$ cat src/rtl/serial_adder_sequencer.sv
// Bit-serial adder front end: accepts two operands plus carry-in, adds them one bit
// pair per clock LSB first through a single full-adder slice, and returns sum/cout/overflow.
module serial_adder_sequencer #(
    parameter int WIDTH = 8
) (
    input  logic             clk,
    input  logic             rst_n,
    input  logic             in_valid,
    output logic             in_ready,
    input  logic [WIDTH-1:0] a,
    input  logic [WIDTH-1:0] b,
    input  logic             cin,
    output logic             out_valid,
    input  logic             out_ready,
    output logic [WIDTH-1:0] sum,
    output logic             cout,
    output logic             overflow
);

    localparam int CW = $clog2(WIDTH + 1);
    localparam logic [CW-1:0] LAST_BIT = CW'(WIDTH - 1);

    typedef enum logic [1:0] {
        IDLE  = 2'd0,
        SHIFT = 2'd1,
        DONE  = 2'd2
    } state_t;

    state_t           state_q, state_d;
    logic [WIDTH-1:0] opa_q, opa_d;
    logic [WIDTH-1:0] opb_q, opb_d;
    logic [WIDTH-1:0] sum_q, sum_d;
    logic [CW-1:0]    bitcnt_q, bitcnt_d;
    logic             carry_q, carry_d;
    logic             cout_q, cout_d;
    logic             ovf_q, ovf_d;
    logic             s_bit_s;
    logic             c_bit_s;

    // State register
    always_ff @(posedge clk) begin
        if (!rst_n) begin
            state_q <= IDLE;
        end else begin
            state_q <= state_d;
        end
    end

    // Next-state logic
    always_comb begin
        state_d = state_q;
        case (state_q)
            IDLE: begin
                if (in_valid) state_d = SHIFT;
                else          state_d = IDLE;
            end
            SHIFT: begin
                if (bitcnt_q == LAST_BIT) state_d = DONE;
                else                      state_d = SHIFT;
            end
            DONE: begin
                if (out_ready) state_d = IDLE;
                else           state_d = DONE;
            end
            default: state_d = IDLE;
        endcase
    end

    // Handshake outputs decoded from the state register only
    always_comb begin
        in_ready  = (state_q == IDLE);
        out_valid = (state_q == DONE);
    end

    // Full-adder slice on the current LSB pair and the held carry
    always_comb begin
        s_bit_s = opa_q[0] ^ opb_q[0] ^ carry_q;
        c_bit_s = (opa_q[0] & opb_q[0]) | (opa_q[0] & carry_q) | (opb_q[0] & carry_q);
    end

    // Datapath next values; everything holds unless accepting or shifting
    always_comb begin
        opa_d    = opa_q;
        opb_d    = opb_q;
        sum_d    = sum_q;
        bitcnt_d = bitcnt_q;
        carry_d  = carry_q;
        cout_d   = cout_q;
        ovf_d    = ovf_q;
        case (state_q)
            IDLE: begin
                if (in_valid) begin
                    opa_d    = a;
                    opb_d    = b;
                    carry_d  = cin;
                    bitcnt_d = '0;
                    sum_d    = '0;
                end else begin
                    opa_d = opa_q;
                end
            end
            SHIFT: begin
                sum_d            = sum_q >> 1;
                sum_d[WIDTH-1]   = s_bit_s;
                opa_d            = opa_q >> 1;
                opb_d            = opb_q >> 1;
                carry_d          = c_bit_s;
                bitcnt_d         = bitcnt_q + CW'(1);
                // On the MSB edge carry_q is the carry into the MSB
                if (bitcnt_q == LAST_BIT) begin
                    cout_d = c_bit_s;
                    ovf_d  = carry_q ^ c_bit_s;
                end else begin
                    cout_d = cout_q;
                end
            end
            DONE: begin
                sum_d = sum_q;
            end
            default: begin
                sum_d = sum_q;
            end
        endcase
    end

    // Datapath registers
    always_ff @(posedge clk) begin
        if (!rst_n) begin
            opa_q    <= '0;
            opb_q    <= '0;
            sum_q    <= '0;
            bitcnt_q <= '0;
            carry_q  <= 1'b0;
            cout_q   <= 1'b0;
            ovf_q    <= 1'b0;
        end else begin
            opa_q    <= opa_d;
            opb_q    <= opb_d;
            sum_q    <= sum_d;
            bitcnt_q <= bitcnt_d;
            carry_q  <= carry_d;
            cout_q   <= cout_d;
            ovf_q    <= ovf_d;
        end
    end

    assign sum      = sum_q;
    assign cout     = cout_q;
    assign overflow = ovf_q;

endmodule

$ cat config.mk
export PLATFORM = sky130hd
export DESIGN_NAME = serial_adder_sequencer
export DESIGN_NICKNAME = d
export VERILOG_FILES = /design/src/rtl/serial_adder_sequencer.sv
export SDC_FILE = /design/constraint.sdc
export NUM_CORES = 1
export LEC_CHECK = 0
export BUFFER_PORTS_ARGS = -buffer_cell sky130_fd_sc_hd__buf_2
export CAP_MARGIN = 20
export CORE_ASPECT_RATIO = 0.7
export CORE_MARGIN = 3
export CORE_UTILIZATION = 40
export CTS_BUF_LIST = sky130_fd_sc_hd__clkbuf_16
export DETAILED_ROUTE_END_ITERATION = 10
export GPL_ROUTABILITY_DRIVEN = 0
export GPL_TIMING_DRIVEN = 0
export PLACE_DENSITY = 0.63
export REMOVE_ABC_BUFFERS = 1
export SLEW_MARGIN = 15
export SYNTH_ARGS = -nofsm -noshare
export SYNTH_HDL_FRONTEND = slang
export SYNTH_SLANG_ARGS = --single-unit
export TNS_END_PERCENT = 10
$ cat constraint.sdc
create_clock -name clk -period 1.7 [get_ports clk]
set_clock_uncertainty 0.1 [all_clocks]
set_input_delay 0.17 -clock clk [delete_from_list [all_inputs] [get_ports clk]]
set_output_delay 0.17 -clock clk [all_outputs]
set_load 0.01 [all_outputs]
### Word-level counts from Yosys, hierarchy flattened

Cells that the tools add are included.
W data, S select, Z words.

* bits in registers: 33
* input bits: 21
* output and inout bits: 12
* logic and storage cells: 39

* add/subtract/negate cells: 1
* equality and inequality tests: 4
* mux-type cells: 14
* bitwise logic cells: 8
* reduce and logical (&&, ||, !) cells: 4

Operator list (count)
* $pmux W8 S2: 3
* $mux W8: 3
* $pmux W4 S2: 1
* $pmux W2 S3: 1
* $add A4 B1 Y4 const B: 1
* $eq A4 B3 Y1 const B: 1
* $mux W2: 2
* $mux W4: 1
* $reduce_and A2 Y1: 2
* $and A1 B1 Y1: 3
* $xor A1 B1 Y1: 3
* $eq A2 B1 Y1 const B: 1
* $eq A2 B2 Y1 const B: 1
* $logic_not A2 Y1: 1
* $mux W1: 2
* $ne A2 B2 Y1 const B: 1
* $or A1 B1 Y1: 2
* $pmux W1 S2: 1
* $reduce_bool A2 Y1: 1

### Logic depth before layout (Yosys ltp)

* depth after elaboration: 4
* mapped depth: 5
* depth with buffers taken out: 4

### Worst setup path after synthesis

OpenSTA, ideal clock, no wires.

* path kind: reg2reg
* from: reg opa_q[0]
* to: reg cout_q, in the netlist cout
* library setup time: 0.070 ns
* arrival time: 1.258 ns
* required time: 1.530 ns
* path slack: 0.272 ns
* cell stages (with the launch flop): 5
* path buffers: 0
* clock period less this slack: 1.428 ns
* cell sequence: dfxtp_1 -> inv_1 -> fa_1 -> or3_1 -> a21oi_1

* cells in the longest elaborated chain, start to end: 3
* elaborated cells on any way between the ends: 4
* those cells by class: bitwise (4)

Ends and longest elaborated chain
* start, declared: RTL line 30 `logic [WIDTH-1:0] opa_q, opa_d;`
* start signal, assigned: RTL line 137 `opa_q <= opa_d;`
* $and A1 B1 Y1: RTL line 78 `c_bit_s = (opa_q[0] & opb_q[0]) | (opa_q[0] & carry_q) | (opb_q[0] & carry_q);`
* $or A1 B1 Y1 * (2 in series): RTL line 78
* end signal, assigned: RTL line 142 `cout_q <= cout_d;`
* end, declared: RTL line 35 `logic cout_q, cout_d;`

Mark *: on every way between the ends. The rest lies on a longest branch, timed or not.
A chain may end at the register's enable or synchronous reset.

### Worst setup path after layout

Ends and elaborated chain as after synthesis.

==> impl_metrics.tcl <==
set metrics [dict create \
    nets 207 \
    tritoncts "done" \
    period_share 0.904 \
    grt_pass1_wl_mm 5.37 \
    postCtsSetupRepairBufs 0 \
    p_per_area_nw_per_um2 1070 \
    syn_inst 158 \
    ys_types 33 \
    min_path_cells 3 \
    grt_usage 0.156 \
    slew_viol_final 0 \
    endpoint_kind "register" \
    port_buffers 32 \
    cap_violations 0 \
    tns_ps 0 \
    totalWireLength_mm 3.18 \
    grt_max_degree 33 \
    cts.htree.levels 2 \
    worst_slew_pin_slew_ps 534 \
    start_kind "register" \
    viasPerCell 5.42 \
    die-area_sq_um 4410 \
    arrival_ps 1640 \
    swShare 0.232 \
    r2r_slack_ps 160 \
    clk_pin_slew_ps 50 \
    cts-root-buf "clkbuf_16" \
    hpwl_mm 2.19 \
    crit_fanout 3 \
    coreArea_sq_um 3320 \
    num_vias 1258 \
    dr.pass1.iters 4 \
    numCtsBuffers 5 \
    synth-warning-count 0 \
    async_flop_share 0 \
    antennaDiodeCount 0 \
    overflow 0 \
    dp.cells 224 \
    synth_edf_count 0 \
    drcViolationCount 0 \
    post_cts_resized 4 \
    slowest_delay_ps 470 \
    p_int_uw 1440 \
    crit_chain "inv_1 -> fa_1 -> or3_1 -> a21oi_1" \
    clock-sinks 33 \
    p_seq_frac 0.456 \
    p_clk_frac 0.442 \
    slowest_stage "fa_1" \
    critical-path-top-delay-family "adder cells" \
    crit-reg2reg-launch "opa_q[0]" \
    n_fill_cell 323 \
    ys_top_cells_by_count "dfxtp_1, nor2_1, nor2b_1" \
    cp.required_ps 1800 \
    dieWidth_um 78.1 \
    synth_seq_cells 33 \
    min_to "opa_q[7]" \
    hold_viol 0 \
    chipHeight_um 56.5 \
    drive_gt1_frac 0.303 \
    antenna_found_initial 0 \
    power_switching_uw 436 \
    hold_buffers 0 \
    start_util 0.439 \
    initialDrtViolationCount 81 \
    p_leak_uw 0.000765 \
    clk_latency_ps 270 \
    p_comb_frac 0.102 \
    reg2reg_depth 4 \
    setup_viol_count_final 0 \
    hold_class "input pin to register" \
    io_pins 33 \
    fin_cells 232 \
    worst-path-buf-inv 1 \
    syn_avg_cell_area_sq_um 9.22 \
    fmax_mhz 651 \
    grt_pass1_vias 1185 \
    row_count 17 \
    peakVddDrop_mv 0.559 \
    synth_top_flop_cell "dfxtp_1" \
    r2r-end "cout" \
    critical_path.startpoint "opa_q[0]" \
    status "finished clean" \
    ant_nets 0 \
    area_growth_syn_to_layout_pct 20.8 \
    max_slew_margin 0.644 \
    fin_crit_ps 1540 \
    hold_start "a[7]" \
    yosysTopAreaCellShare 0.454 \
    yosys-top-cells-area "dfxtp_1, nor2_1, o221a_2, nor2b_1, a21oi_1" \
    syn_area_sq_um 1460 \
    wl_per_cell_um 13.7 \
    critPathKind "register to register" \
    grt_setup_unrepaired "no" \
    synth-seq-area-share 0.454 \
    clockBufferDepth 2 \
    yosysTopAreaCell "dfxtp_1" \
]
-- flip-flops by register name, indices dropped and copies added (netlist names) --
signal and count:
cout 1, opa_q 8, state_q 2, carry_q 1, opb_q 8, overflow 1, sum 8, bitcnt_q 4
-- power by group through the flow --
stage | Clock [uW] | Combinational [uW] | Sequential [uW]
after floorplan | 0 | 126 | 861
after CTS | 844 | 192 | 855
after detailed placement | 0 | 190 | 870
final | 830 | 191 | 855
after global routing | 886 | 213 | 861
after global placement | 0 | 183 | 868
-- routing by layer --
metal,global-route usage,wire length [um],vias to the layer above
li1,-,-,625
met5,0,0,-
met4,0.0748,58,0
met1,0.206,1570,605
met3,0.0465,145,7
met2,0.232,1410,21
-- worst max path at each step --
stage | end | cells past startpoint
floorplan | bitcnt_q[2] | 3
global placement | bitcnt_q[2] | 3
detailed placement | bitcnt_q[2] | 3
CTS | bitcnt_q[3] | 3
global route | bitcnt_q[3] | 3
finish | cout | 4
-- cell usage in the layout (no fill, tap or decap), types with 2 or more instances in the layout --
master     count
a32oi_1        2
or3_1          2
o221ai_1       4
nor2_1        33
clkinv_1       2
a22oi_1        8
dfxtp_1       31
o221a_2       11
buf_2         32
nand3_1        2
nor2b_1       14
inv_1          4
a21oi_1       12
clkbuf_16      5
-- tightest hold or removal path: stages --
cell	delay, ps
buf_2	80
a32oi_1	80
nor2_1	80
-- stage by stage --
| stage | cell area, sq um | hold slack [ps] | worst slack (ps) | util | power (uW) |
|---|---|---|---|---|---|
| after floorplan | 1390 | 188 | -120 | - | 987 |
| after global placement | 1610 | 342 | -525 | 0.485 | 1050 |
| after detailed placement | 1610 | 339 | -535 | 0.485 | 1060 |
| after CTS | 1760 | 69.8 | 31.5 | 0.529 | 1890 |
| after global routing | 1760 | 103 | 64.6 | 0.530 | 1960 |
| final | 1760 | 72.2 | 163 | 0.530 | 1880 |
-- logic make-up after synthesis --
| kind of cell | synth area share |
|---|---|
| AOI/OAI and AO/OA | 0.258 |
| xor gates and xnor gates | 0.00601 |
| adders and majority gates | 0.0223 |
| buffers and inverters | 0.0550 |
| DFF | 0.454 |
| and+or+nand+nor | 0.205 |
-- area by class of cell --
type,instances,area (sq um),share of cell area
well taps,47,58.8,0.0334
flip-flops and latches,33,666,0.378
multi-input cells,108,722,0.410
inverters,4,15.0,0.00853
clock inverters,3,12.5,0.00711
clock buffers,5,125,0.0711
repair buffers,32,160,0.0910
(Power assumes the default switching activity.)
